## config.mk

```make
export PLATFORM = sky130hd
export DESIGN_NAME = maple_rx_datapath
export DESIGN_NICKNAME = d
export VERILOG_FILES = /design/src/rtl/maple_rx_datapath.sv
export SDC_FILE = /design/constraint.sdc
export NUM_CORES = 1
export LEC_CHECK = 0
export ABC_CLOCK_PERIOD_IN_PS = 3850
export BUFFER_PORTS_ARGS = -buffer_cell sky130_fd_sc_hd__buf_2
export CAP_MARGIN = 15
export CORE_MARGIN = 1
export CORE_UTILIZATION = 55
export CTS_CLUSTER_DIAMETER = 50
export CTS_CLUSTER_SIZE = 8
export DETAILED_ROUTE_END_ITERATION = 10
export PLACE_DENSITY = 0.76
export REMOVE_ABC_BUFFERS = 1
export SYNTH_ARGS = -nofsm -noshare
export SYNTH_HDL_FRONTEND = slang
export SYNTH_SLANG_ARGS = --single-unit
export TNS_END_PERCENT = 20
```

## constraint.sdc

```tcl
create_clock -name aclk -period 3.85 [get_ports aclk]
set_clock_uncertainty 0.15 [all_clocks]
set_input_delay 0.385 -clock aclk [delete_from_list [all_inputs] [get_ports aclk]]
set_output_delay 0.385 -clock aclk [all_outputs]
set_load 0.01 [all_outputs]
```

## src/rtl/maple_rx_datapath.sv

```systemverilog
// Maple Bus receive datapath: turns SDCKA/SDCKB strobes into stream words, holding one
// word back so the frame's final word carries TLAST, and watches for the end-of-frame pattern.
module maple_rx_datapath #(
  parameter int DATA_WIDTH = 8
) (
  input  logic                    aclk,
  input  logic                    aresetn,
  input  logic                    enable,
  input  logic                    sdcka_data,
  input  logic                    sdcka_posedge,
  input  logic                    sdcka_negedge,
  input  logic                    sdckb_data,
  input  logic                    sdckb_posedge,
  input  logic                    sdckb_negedge,
  output logic [DATA_WIDTH-1:0]   m_tdata,
  output logic                    m_tvalid,
  output logic [DATA_WIDTH/8-1:0] m_tstrb,
  output logic [DATA_WIDTH/8-1:0] m_tkeep,
  output logic                    m_tlast,
  output logic                    end_frame,
  output logic                    end_frame_error
);
  localparam int CW = $clog2(DATA_WIDTH + 1);
  localparam logic [CW-1:0] LAST_BIT = CW'(DATA_WIDTH - 1);

  typedef enum logic {IDLE, ALOW} end_state_e;

  logic [CW-1:0]         bit_cnt_q, bit_cnt_d;
  logic [DATA_WIDTH-1:0] shift_q, shift_d;
  logic [DATA_WIDTH-1:0] word_q, word_d;
  logic                  word_vld_q, word_vld_d;
  logic [DATA_WIDTH-1:0] pend_q, pend_d;
  logic                  pend_vld_q, pend_vld_d;
  logic [DATA_WIDTH-1:0] tdata_q, tdata_d;
  logic                  tvalid_q, tvalid_d;
  logic                  tlast_q, tlast_d;
  end_state_e            end_state_q;
  logic [2:0]            bcnt_q, bcnt_d;
  logic                  end_frame_q, end_error_q;

  // Both negedges in one cycle shift two bits, A-side sample first.
  always_comb begin
    bit_cnt_d  = bit_cnt_q;
    shift_d    = shift_q;
    word_d     = word_q;
    word_vld_d = 1'b0;
    if (!enable) begin
      bit_cnt_d = '0;
    end else begin
      if (sdcka_negedge) begin
        shift_d = {shift_d[DATA_WIDTH-2:0], sdckb_data};
        if (bit_cnt_d == LAST_BIT) begin
          word_d     = shift_d;
          word_vld_d = 1'b1;
          bit_cnt_d  = '0;
        end else begin
          bit_cnt_d = bit_cnt_d + CW'(1);
        end
      end
      if (sdckb_negedge) begin
        shift_d = {shift_d[DATA_WIDTH-2:0], sdcka_data};
        if (bit_cnt_d == LAST_BIT) begin
          word_d     = shift_d;
          word_vld_d = 1'b1;
          bit_cnt_d  = '0;
        end else begin
          bit_cnt_d = bit_cnt_d + CW'(1);
        end
      end
    end
  end

  always_comb begin
    pend_d     = pend_q;
    pend_vld_d = pend_vld_q;
    tdata_d    = tdata_q;
    tvalid_d   = 1'b0;
    tlast_d    = 1'b0;
    if (word_vld_q && enable) begin
      if (pend_vld_q) begin
        tvalid_d = 1'b1;
        tdata_d  = pend_q;
      end
      pend_d     = word_q;
      pend_vld_d = 1'b1;
    end else if (!enable && pend_vld_q) begin
      // Frame closed: the held word is the last one.
      tvalid_d   = 1'b1;
      tlast_d    = 1'b1;
      tdata_d    = pend_q;
      pend_vld_d = 1'b0;
    end
  end

  always_ff @(posedge aclk) begin
    if (!aresetn) begin
      bit_cnt_q  <= '0;
      shift_q    <= '0;
      word_q     <= '0;
      word_vld_q <= 1'b0;
      pend_q     <= '0;
      pend_vld_q <= 1'b0;
      tdata_q    <= '0;
      tvalid_q   <= 1'b0;
      tlast_q    <= 1'b0;
    end else begin
      bit_cnt_q  <= bit_cnt_d;
      shift_q    <= shift_d;
      word_q     <= word_d;
      word_vld_q <= word_vld_d;
      pend_q     <= pend_d;
      pend_vld_q <= pend_vld_d;
      tdata_q    <= tdata_d;
      tvalid_q   <= tvalid_d;
      tlast_q    <= tlast_d;
    end
  end

  // B-edge count while A is low, saturating at 4.
  always_comb begin
    bcnt_d = bcnt_q;
    if ((sdckb_posedge || sdckb_negedge) && (bcnt_q != 3'd4)) bcnt_d = bcnt_q + 3'd1;
  end

  always_ff @(posedge aclk) begin
    if (!aresetn) begin
      end_state_q <= IDLE;
      bcnt_q      <= '0;
      end_frame_q <= 1'b0;
      end_error_q <= 1'b0;
    end else begin
      end_frame_q <= 1'b0;
      end_error_q <= 1'b0;
      if (sdcka_negedge) begin
        end_state_q <= sdckb_data ? ALOW : IDLE;
        bcnt_q      <= '0;
      end else if (end_state_q == ALOW) begin
        bcnt_q <= bcnt_d;
        if (sdcka_posedge) begin
          end_state_q <= IDLE;
          end_frame_q <= (bcnt_d == 3'd3) && !sdckb_data;
          end_error_q <= (bcnt_d == 3'd1) || (bcnt_d == 3'd2) ||
                         ((bcnt_d == 3'd3) && sdckb_data);
        end
      end
    end
  end

  assign m_tdata         = tdata_q;
  assign m_tvalid        = tvalid_q;
  assign m_tlast         = tlast_q;
  assign m_tstrb         = '1;
  assign m_tkeep         = '1;
  assign end_frame       = end_frame_q;
  assign end_frame_error = end_error_q;
endmodule

```

After elaboration in Yosys (flattened, before gate mapping)
Index checks and enable logic that the tools add are counted.
{"block": "totals", "reg_bits": 45, "inputBits": 9, "out_inout_bits": 14, "elab_cells": 70}
{"block": "classes", "n_addsub": 3, "n_eq_ne": 7, "mux": 28, "bitwise": 3, "reduce_logical": 16}
{"op": "8-bit 2-to-1 mux", "n": 7}
{"op": "4-bit 2-to-1 mux", "n": 5}
{"op": "7-bit 2-to-1 mux", "n": 2}
{"op": "1-bit 2-to-1 mux", "n": 13}
{"op": "4-bit by 1-bit adder with 4-bit output (second input constant)", "n": 2}
{"op": "4-bit by 3-bit equality test with 1-bit output (second input constant)", "n": 2}
{"op": "3-bit by 2-bit equality test with 1-bit output (second input constant)", "n": 2}
{"op": "1-bit logical AND", "n": 5}
{"op": "2-bit AND reduction", "n": 2}
{"op": "2-bit OR reduction", "n": 2}
{"op": "4-bit OR reduction", "n": 1}
{"op": "3-bit by 1-bit adder with 3-bit output (second input constant)", "n": 1}
{"op": "3-bit by 1-bit equality test with 1-bit output (second input constant)", "n": 1}
{"op": "1-bit logical OR", "n": 3}
{"op": "3-bit 2-to-1 mux", "n": 1}
{"op": "3-bit inequality test (second input constant)", "n": 1}
{"op": "1-bit inverter", "n": 3}
{"op": "1-bit logical NOT", "n": 2}
{"op": "2-bit inequality test (second input constant)", "n": 1}
{"op": "2-bit nonzero test", "n": 1}

Logic depth before layout (Yosys ltp)
Gate-level depths: netlist of the first run.
{"block": "depth", "ltp_word": 7, "mapped_depth": 8, "ltp_nobuf": 8}

Worst setup path before layout of the first run
OpenSTA, ideal clock, no wires.
{"block": "synth_timing", "path_type": "flip-flop to flip-flop", "start": "register bit_cnt_q[0]", "end": "register word_q[1]", "setup_ns": 0.122, "t_arrival_ns": 1.984, "required_time_ns": 3.578, "setup_slack_ns": 1.594, "path_stages_with_launch": 8, "path_buffers": 0, "period_less_slack_ns": 2.256, "path_cell_list": "dfxtp_1 -> ha_1 -> and4b_1 -> nor2_1 -> ha_1 -> nand2_1 -> o41a_4 -> a221o_1"}
{"block": "synth_via", "elab_chain_cells": 7, "elab_cells_between_ends": 10, "cone_classes": "1 x add/sub; 2 x eq/ne; 7 x mux"}
{"element": "start: declaration", "line_no": "28", "text": "logic [CW-1:0] bit_cnt_q, bit_cnt_d;"}
{"element": "start signal: assignment", "line_no": "107", "text": "bit_cnt_q <= bit_cnt_d;"}
{"element": "4-bit by 1-bit adder with 4-bit output or 4-bit by 3-bit equality test with 1-bit output (tied branches)", "line_no": "57, 52"}
{"element": "4-bit 2-to-1 mux", "line_no": "52", "text": "if (bit_cnt_d == LAST_BIT) begin"}
{"element": "4-bit 2-to-1 mux", "line_no": "50", "text": "if (sdcka_negedge) begin"}
{"element": "4-bit 2-to-1 mux", "line_no": "47", "text": "if (!enable) begin"}
{"element": "4-bit by 3-bit equality test with 1-bit output", "line_no": "62", "text": "if (bit_cnt_d == LAST_BIT) begin"}
{"element": "8-bit 2-to-1 mux", "line_no": "62"}
{"element": "8-bit 2-to-1 mux (*)", "line_no": "60", "text": "if (sdckb_negedge) begin"}
{"element": "end signal: assignment", "line_no": "109", "text": "word_q <= word_d;"}
{"element": "end: declaration", "line_no": "30", "text": "logic [DATA_WIDTH-1:0] word_q, word_d;"}
Mark *: on every way between the ends. The rest lies on a longest branch, timed or not. The select of a mux whose other input is x is not followed.
A chain may end at the register's enable or synchronous reset.

Final worst setup path of the first run
{"block": "layout_timing", "start": "register bit_cnt_q[0]", "end": "register word_q[6]"}
The elaborated chain is that of the path after synthesis.

==> summary.md, run 1 <==
| Metric | Value |
|---|---|
| Outcome | `finished clean` |
| Row count | `21` |
| Core area | `3470 um^2` |
| H-tree depth | `2` |
| Via count | `1,563` |
| Top Usage Layer GRT | `met2` |
| Cell count after synthesis | `224` |
| Max VDD drop | `0.000221 V` |
| Synth top area share | `43.9%` |
| Number of flops mapped to enable cells by yosys | `0` |
| Clock Power Share | `34.8%` |
| Clock Pin Slew Worst Setup and Hold Paths | `0.09 ns` |
| Hold-fix buffers, CTS | `0` |
| Io pins | `23` |
| Final worst setup slack | `1.41 ns` |
| Ant. Diodes | `0` |
| Critical Path, Cell by Cell | `ha_1 -> and4b_1 -> nor2_1 -> ha_1 -> nand2_1 -> o41a_4 -> a221o_1` |
| Syn Area/Cell | `9.17 um^2` |
| Hold Path Class | `in2reg` |
| Slowest stage cell, crit path | `o41a_4` |
| Crit path DAT | `2.47 ns` |
| Grt met3 use | `4.35%` |
| DPL Wire Length | `2580 um` |
| CP Data Required Time | `3.89 ns` |
| Int Power | `632 uW` |
| Max Buffers Root-to-Sink | `2` |
| Port bufs | `20` |
| Synth Flop Type | `dfxtp_1` |
| Mapped cell area | `2050 um^2` |
| Flop pwr share | `57.0%` |
| Placement Setup Slack | `1.35 ns` |
| Post-Route WL | `3560 um` |
| Hold WS | `0.206 ns` |
| CTS sink cnt | `45` |
| Final period utilization | `63.3%` |
| Pwr per Cell Area | `379 nW/um^2` |
| Relative slew margins | `58.8%` |
| Worst Max-Slew Pin Slew | `0.612 ns` |
| Post_cts resized | `0` |
| Yosys warning count | `0` |
| Die area | `3980 um^2` |
| Tot GR Track Use | `19.9%` |
| Final nets | `255` |
| Net Sw Power | `216 uW` |
| Largest net degree at the start of global routing | `22` |
| Comb pwr share | `8.2%` |
| Root Driver | `clkbuf_8` |
| Vias/cell | `5.41` |
| Final core occ | `64.5%` |
| Cells after DPL | `281` |
| First-pass GRT wire length | `6330 um` |
| Final Wtd Congestion | `0.904` |
| Setup violations, final | `0` |
| GR met2 Demand/Resource | `30.5%` |
| Setup TNS | `0 ns` |
| Initial antenna violation count | `0` |
| Leakage | `0.934 nW` |
| Switch share | `25.5%` |
| DRC errors left | `0` |
| Fmax | `411 MHz` |
| Fraction of layout cells with a size suffix above 1 | `18.1%` |
| ANT nets after route | `0` |
| DIE HEIGHT | `63.1 um` |
| CP top delay family | `compound AO/OA/AOI/OAI gates` |
| FFs w/ async S/R, synth | `0%` |
| Drt wl/cell | `12.3 um` |
| GRT overflow | `0` |
| RSZ-0062 raised after global routing | `no` |
| Final Hold Vio Count | `0` |
| Crit path largest cell delay | `0.42 ns` |
| CTS tree | `yes` |
| Post-synthesis sequential area ratio | `43.9%` |
| Initial Utilization | `59.2%` |
| Pins Over Slew Limit | `0` |
| Min Tclk post-route | `2.44 ns` |
| Yosys cell types | `41` |
| FF+latch count, synth | `45` |
| Worst skew pair latency | `0.30 ns` |
| Total of max-cap violations | `0` |
| Met1 usage | `27.1%` |
| Crit Path Category | `reg2reg` |
| Design Power | `847 uW` |
| Postcts setup bufs | `0` |
| Crit-path max FO | `8` |
| Startpoint Class | `flip-flop` |
| Crit-path most repeated cell | `ha_1` |
| Area contributors post-synth | `dfxtp_1 (44%), a21oi_1 (5.9%), mux2i_1 (4.9%), nand2_1 (3.8%), nor2_1 (3.7%)` |
| Vias in the first global route | `1,405` |
| Area Overhead vs Synth | `8.96%` |
| Number of buffers created by CTS | `5` |
| Dominant cell type by area after synthesis | `dfxtp_1` |
| Final instance area | `2240 um^2` |
| WP buf/inv | `0` |
| Final non-filler cell total | `289` |
| Die width | `63.1 um` |
| Drt initial violations | `135` |
| Dpl cell area | `2140 um^2` |
| CP endpoint kind | `flip-flop` |
| TritonRoute pass-1 iters | `4` |
cells in the mapped netlist (all sizes together) (6+ instances only):
library cell / n
buf: 7
nand2: 22
dfxtp: 45
a221o: 7
a21oi: 24
nor2: 20
mux2i: 10
inv: 6
mux2: 7
o22ai: 6
and2: 7
nand3: 11
o21ai: 12
layout by cell type (no fill, tap or decap), types with 7 or more instances in the layout:
master	netlist	routed
buf_2	0	20
a21oi_1	24	24
dfxtp_1	45	45
nand2_1	21	21
nand3_1	11	11
mux2i_1	10	10
nor2_1	20	20
a221o_1	7	7
o21ai_0	12	12
path summary, 6_finish.rpt:
| check | startpoint | to | slack, ns | depth (start not counted) |
|---|---|---|---|---|
| max | bit_cnt_q[0] | word_q[6] | 1.41 | 7 |
| min reg2reg | pend_q[4] | pend_q[4] | 0.31 | 2 |
| min | sdcka_posedge | end_state_q | 0.21 | 4 |
| max reg2reg | bit_cnt_q[0] | word_q[6] | 1.41 | 7 |
power groups by stage:
stage / logic (mW) / clock network (mW) / registers (mW)
final: 0.0694 / 0.295 / 0.483
after global routing: 0.0781 / 0.325 / 0.485
after CTS: 0.0694 / 0.307 / 0.483
after detailed placement: 0.0688 / 0 / 0.493
after global placement: 0.0689 / 0 / 0.493
after floorplan: 0.0462 / 0 / 0.491
metal layers:
metal / vias to the layer above / share of wire, %
met2: 32 / 42
met4: 0 / 0.87
met1: 684 / 52
met3: 5 / 4.5
met5: - / 0
li1: 842 / -
logic make-up after synthesis:
family,Yosys count,share of synthesized area (%)
muxes,17,8.90
DFF,45,43.9
and+or+nand+nor,75,18.5
adders and majority gates,4,2.44
buffers and inverters,18,5.12
AOI/OAI and AO/OA,59,18.8
xor gates and xnor gates,5,2.13
other,1,0.183
sequential cells by signal, summed over array words and instances, names as in the netlist:
| register | flops |
|---|---|
| pend_vld_q | 1 |
| bcnt_q | 3 |
| shift_q | 7 |
| pend_q | 8 |
| word_q | 8 |
| bit_cnt_q | 4 |
| word_vld_q | 1 |
| m_tlast | 1 |
| end_frame_error | 1 |
| end_state_q | 1 |
| m_tvalid | 1 |
| end_frame | 1 |
| m_tdata | 8 |
worst reg2reg max path, stage by stage (launching register included):
cell	delay (ns)
dfxtp_1	0.35
ha_1	0.26
and4b_1	0.23
nor2_1	0.26
ha_1	0.20
nand2_1	0.11
o41a_4	0.42
a221o_1	0.35
layout make-up:
class | instances | area, um^2
Sequential cell | 45 | 901
Fill cell | 323 | 1230
Multi-Input combinational cell | 162 | 1050
Inverter | 7 | 26.3
Timing Repair Buffer | 21 | 108
Clock buffer | 5 | 68.8
Clock inverter | 3 | 25.0
Tap cell | 46 | 57.6
Note: power is estimated with default switching activity, not from simulation.
==> run 2, diff against run 1 <==
--- a/config.mk
+++ b/config.mk
@@ -5,7 +5,7 @@
 export SDC_FILE = /design/constraint.sdc
 export NUM_CORES = 1
 export LEC_CHECK = 0
-export ABC_CLOCK_PERIOD_IN_PS = 3850
+export ABC_CLOCK_PERIOD_IN_PS = 2300
 export BUFFER_PORTS_ARGS = -buffer_cell sky130_fd_sc_hd__buf_2
 export CAP_MARGIN = 15
 export CORE_MARGIN = 1
==> constraint.sdc (replaced) <==
create_clock -name aclk -period 2.3 [get_ports aclk]
set_clock_uncertainty 0.15 [all_clocks]
set_input_delay 0.23 -clock aclk [delete_from_list [all_inputs] [get_ports aclk]]
set_output_delay 0.23 -clock aclk [all_outputs]
set_load 0.01 [all_outputs]
==> summary.md, run 2 (synthesized netlist as in run 1, its figures left out) <==
| Metric | Value |
|---|---|
| Die width | `63.1 um` |
| Worst skew pair latency | `0.31 ns` |
| Leakage | `0.955 nW` |
| Crit Path Category | `reg2reg` |
| Commonest non-fill, non-tap cell in the layout | `dfxtp_1` |
| DPL Wire Length | `2710 um` |
| Hold Path End | `end_state_q` |
| Final nets | `260` |
| Fraction of layout cells with a size suffix above 1 | `20.2%` |
| Largest net degree at the start of global routing | `19` |
| Post_cts resized | `0` |
| Fmax | `455 MHz` |
| Initial antenna violation count | `0` |
| Worst r2r src | `bit_cnt_q[0]` |
| Vias/cell | `5.57` |
| Final instance area | `2290 um^2` |
| Hold-fix buffers, CTS | `0` |
| Die area | `3980 um^2` |
| Outcome | `finished clean` |
| Via count | `1,637` |
| Max VDD drop | `0.000494 V` |
| Cells after DPL | `286` |
| Hold Path Class | `in2reg` |
| Post-Route WL | `3890 um` |
| Dpl cell area | `2180 um^2` |
| Min Tclk post-route | `2.20 ns` |
| R2R Path End | `word_q[4]` |
| Final period utilization | `95.5%` |
| RSZ-0062 raised after global routing | `no` |
| Drt initial violations | `112` |
| Postcts setup bufs | `0` |
| Startpoint Class | `flip-flop` |
| Most frequent cells in the layout | `dfxtp_1 (45), a21oi_1 (24), nand2_1 (21)` |
| CP Data Required Time | `2.35 ns` |
| Crit-path max FO | `8` |
| Setup TNS | `0 ns` |
| Row count | `21` |
| GRT overflow | `0` |
| Final core occ | `65.9%` |
| Pwr per Cell Area | `633 nW/um^2` |
| Area Overhead vs Synth | `11.3%` |
| Io pins | `23` |
| Max Buffers Root-to-Sink | `2` |
| Vias in the first global route | `1,454` |
| Initial Utilization | `59.2%` |
| CTS sink cnt | `45` |
| Tot GR Track Use | `21.6%` |
| Drt wl/cell | `13.2 um` |
| Number of buffers created by CTS | `5` |
| Pins Over Slew Limit | `0` |
| Core area | `3470 um^2` |
| TritonRoute pass-1 iters | `4` |
| Design Power | `1.45 mW` |
| ANT nets after route | `0` |
| Min-delay src | `sdcka_posedge` |
| Ant. Diodes | `0` |
| Clock Pin Slew Worst Setup and Hold Paths | `0.09 ns` |
| DIE HEIGHT | `63.1 um` |
| Final Wtd Congestion | `0.863` |
| First-pass GRT wire length | `6640 um` |
| Root Driver | `clkbuf_8` |
| CP endpoint kind | `flip-flop` |
| CTS tree | `yes` |
| Port bufs | `20` |
| Total of max-cap violations | `0` |
| DRC errors left | `0` |
| Final non-filler cell total | `294` |
| Setup violations, final | `0` |
| Crit path DAT | `2.25 ns` |
| Final Hold Vio Count | `0` |
| Fill count | `315` |
| Register-to-Register Path Depth | `7` |
| Cell depth of the worst hold path | `4` |
| R2R setup slack | `0.10 ns` |
| H-tree depth | `2` |
run 2: cell types whose count changed in the layout (fill, tap and decap cells not counted):
cell	delta
buf_4	+5
ha_1	-1
nor4_2	-1
ha_2	+1
nor4_4	+1
run 2: area by class of cell:
cell class	instances	area (um^2)	share of cell area, %
clock inverters	3	25.0	1.09
repair buffers	26	145	6.35
multi-input cells	162	1060	46.5
clock buffers	5	68.8	3.01
inverters	7	26.3	1.15
well taps	46	57.6	2.52
flip-flops and latches	45	901	39.4
run 2: power by group:
part / internal, mW / switching [mW] / total, mW
logic: 0.0525 / 0.0751 / 0.128
clock network: 0.219 / 0.291 / 0.510
registers: 0.793 / 0.0161 / 0.809
run 2: critical path: stages, from the launching register on:
cell and delay (ns):
dfxtp_1 0.36, ha_2 0.23, and4b_1 0.21, nor2_1 0.16
ha_1 0.16, nand2_1 0.07, o41a_4 0.40, a221o_1 0.35
run 2: worst max-delay path by stage:
stage	slack (ns)	endpoint	start
floorplan	0.04	word_q[1]	bit_cnt_q[0]
global placement	0.14	word_q[7]	bit_cnt_q[0]
detailed placement	0.08	word_q[1]	bit_cnt_q[0]
CTS	0.05	word_q[1]	bit_cnt_q[0]
global route	0.02	word_q[4]	bit_cnt_q[0]
finish	0.10	word_q[4]	bit_cnt_q[0]
run 2: stage by stage:
stage / hold slack (ns) / setup WS, ns
floorplan: 0.156 / 0.0444
global placement: 0.294 / 0.142
detailed placement: 0.301 / 0.0782
CTS: 0.0431 / 0.0477
global route: 0.0568 / 0.0175
finish: 0.0446 / 0.104
run 2: routing by layer:
metal,wire length (um),track usage (%),part of all wire [%],up-vias
met3,215,4.89,5.5,10
li1,-,-,-,852
met5,0,0,0,-
met4,58,9.59,1.5,0
met2,1730,34.1,45,53
met1,1880,27.8,48,722
==> run 3, diff against run 2 <==
--- a/config.mk
+++ b/config.mk
@@ -5,9 +5,10 @@
 export SDC_FILE = /design/constraint.sdc
 export NUM_CORES = 1
 export LEC_CHECK = 0
-export ABC_CLOCK_PERIOD_IN_PS = 2300
+export ABC_CLOCK_PERIOD_IN_PS = 2400
 export BUFFER_PORTS_ARGS = -buffer_cell sky130_fd_sc_hd__buf_2
 export CAP_MARGIN = 15
+export CORE_ASPECT_RATIO = 0.8
 export CORE_MARGIN = 1
 export CORE_UTILIZATION = 55
 export CTS_CLUSTER_DIAMETER = 50
==> constraint.sdc (replaced) <==
create_clock -name aclk -period 2.4 [get_ports aclk]
set_clock_uncertainty 0.15 [all_clocks]
set_input_delay 0.24 -clock aclk [delete_from_list [all_inputs] [get_ports aclk]]
set_output_delay 0.24 -clock aclk [all_outputs]
set_load 0.01 [all_outputs]
==> summary.md, run 3 (synthesized netlist as in run 1, its figures left out) <==
| Metric | Value |
|---|---|
| Outcome | `finished clean` |
| Drt initial violations | `119` |
| Area of the multi-input gates | `1060 um^2` |
| Hold Path Class | `in2reg` |
| Largest net degree at the start of global routing | `19` |
| Fill count | `277` |
| Crit-path max FO | `8` |
| Cells after DPL | `281` |
| WP buf/inv | `0` |
| First-pass GRT wire length | `6910 um` |
| Pins Over Slew Limit | `0` |
| Commonest non-fill, non-tap cell in the layout | `dfxtp_1` |
| Drt wl/cell | `14.5 um` |
| Initial antenna violation count | `0` |
| Area Overhead vs Synth | `12.6%` |
| DIE HEIGHT | `56.7 um` |
| Final Wtd Congestion | `0.842` |
| Max Buffers Root-to-Sink | `2` |
| CTS sink cnt | `45` |
| FF+latch area | `901 um^2` |
| Post-Route WL | `4190 um` |
| Vias in the first global route | `1,497` |
| TritonRoute pass-1 iters | `5` |
| Ant. Diodes | `0` |
| Crit Path Category | `reg2reg` |
| Relative slew margins | `56.5%` |
| Port bufs | `20` |
| Startpoint Class | `flip-flop` |
| Most frequent cells in the layout | `dfxtp_1 (45), a21oi_1 (24), nand2_1 (21)` |
| Row count | `19` |
| Placement Setup Slack | `0.133 ns` |
| Initial Utilization | `58.8%` |
| Final nets | `259` |
| Critical Path, Cell by Cell | `ha_2 -> and4b_2 -> nor2_2 -> ha_1 -> nand2_1 -> o41a_4 -> a221o_1` |
| CTS tree | `yes` |
| DRC errors left | `0` |
| H-tree depth | `2` |
| Final core occ | `66.2%` |
| Number of buffers created by CTS | `5` |
| Final period utilization | `94.3%` |
| CP top delay family | `compound AO/OA/AOI/OAI gates` |
| DPL Wire Length | `2770 um` |
| Setup TNS | `0 ns` |
| Root Driver | `clkbuf_8` |
| Tot GR Track Use | `22.0%` |
| CP Data Required Time | `2.43 ns` |
| Final worst setup slack | `0.137 ns` |
| Die width | `70.3 um` |
| Slowest stage cell, crit path | `o41a_4` |
| Max VDD drop | `0.000581 V` |
| Via count | `1,694` |
| Crit path DAT | `2.30 ns` |
| Worst skew pair latency | `0.30 ns` |
| Pwr per Cell Area | `685 nW/um^2` |
| Io pins | `23` |
| Leakage | `0.974 nW` |
| Fraction of layout cells with a size suffix above 1 | `20.6%` |
| Fmax | `442 MHz` |
| Worst Max-Slew Pin Slew | `0.647 ns` |
| Total of max-cap violations | `0` |
| GRT overflow | `0` |
| Min Tclk post-route | `2.26 ns` |
| Vias/cell | `5.86` |
| Setup violations, final | `0` |
| ANT nets after route | `0` |
| Final Hold Vio Count | `0` |
| Final non-filler cell total | `289` |
| CP endpoint kind | `flip-flop` |
| Crit path largest cell delay | `0.42 ns` |
| Core area | `3490 um^2` |
| RSZ-0062 raised after global routing | `no` |
| Clock Pin Slew Worst Setup and Hold Paths | `0.09 ns` |
| Hold WS | `0.0614 ns` |
| Die area | `3980 um^2` |
[run 3: changes by cell type in the layout (fill, tap and decap cells not counted), sizes merged]
cell	before	now
bufinv	0	2
buf	26	25
clkinv	2	1
clkinvlp	1	0
[run 3: final timing paths]
path | from | endpoint | slack [ns] | depth (start not counted)
max | bit_cnt_q[0] | word_q[7] | 0.14 | 7
min | sdckb_data | end_frame | 0.06 | 2
max reg2reg | bit_cnt_q[0] | word_q[7] | 0.14 | 7
min reg2reg | pend_q[3] | pend_q[3] | 0.31 | 2
[run 3: through the flow]
step	power, mW	cell area [um^2]
4_1_cts	1.59	2310
3_3_place_gp	0.910	2170
5_1_grt	1.64	2310
6_report	1.58	2310
2_1_floorplan	0.862	1980
3_5_place_dp	0.911	2170
[run 3: where the power goes]
group / leakage [nW] / total (mW) / internal (mW) / switching (mW)
logic: 0.541 / 0.124 / 0.0497 / 0.0741
clock network: 0.0687 / 0.684 / 0.419 / 0.265
registers: 0.364 / 0.776 / 0.760 / 0.0162
total: 0.974 / 1.58 / 1.23 / 0.356
[run 3: layout make-up]
| type | count | share of cell area [%] |
|---|---|---|
| Clock buffer | 5 | 2.98 |
| Tap cell | 42 | 2.27 |
| Timing Repair Buffer | 25 | 5.95 |
| Multi-Input combinational cell | 162 | 45.7 |
| Sequential cell | 45 | 39.0 |
| Inverter | 7 | 1.14 |
| Clock inverter | 3 | 2.98 |
[run 3: repair_timing]
action | in CTS | in global routing
resized for setup | 0 | 3
hold buffers | 0 | 0
buffers inserted | 0 | 0
endpoints found under the setup margin | 0 | 5
[run 3: per-layer routing]
layer,wire length (um),up-vias,GRT usage [%]
met5,0,-,0
met4,55,0,9.14
met3,183,6,5.39
met2,1850,48,32.5
met1,2110,796,30.6
li1,-,844,-
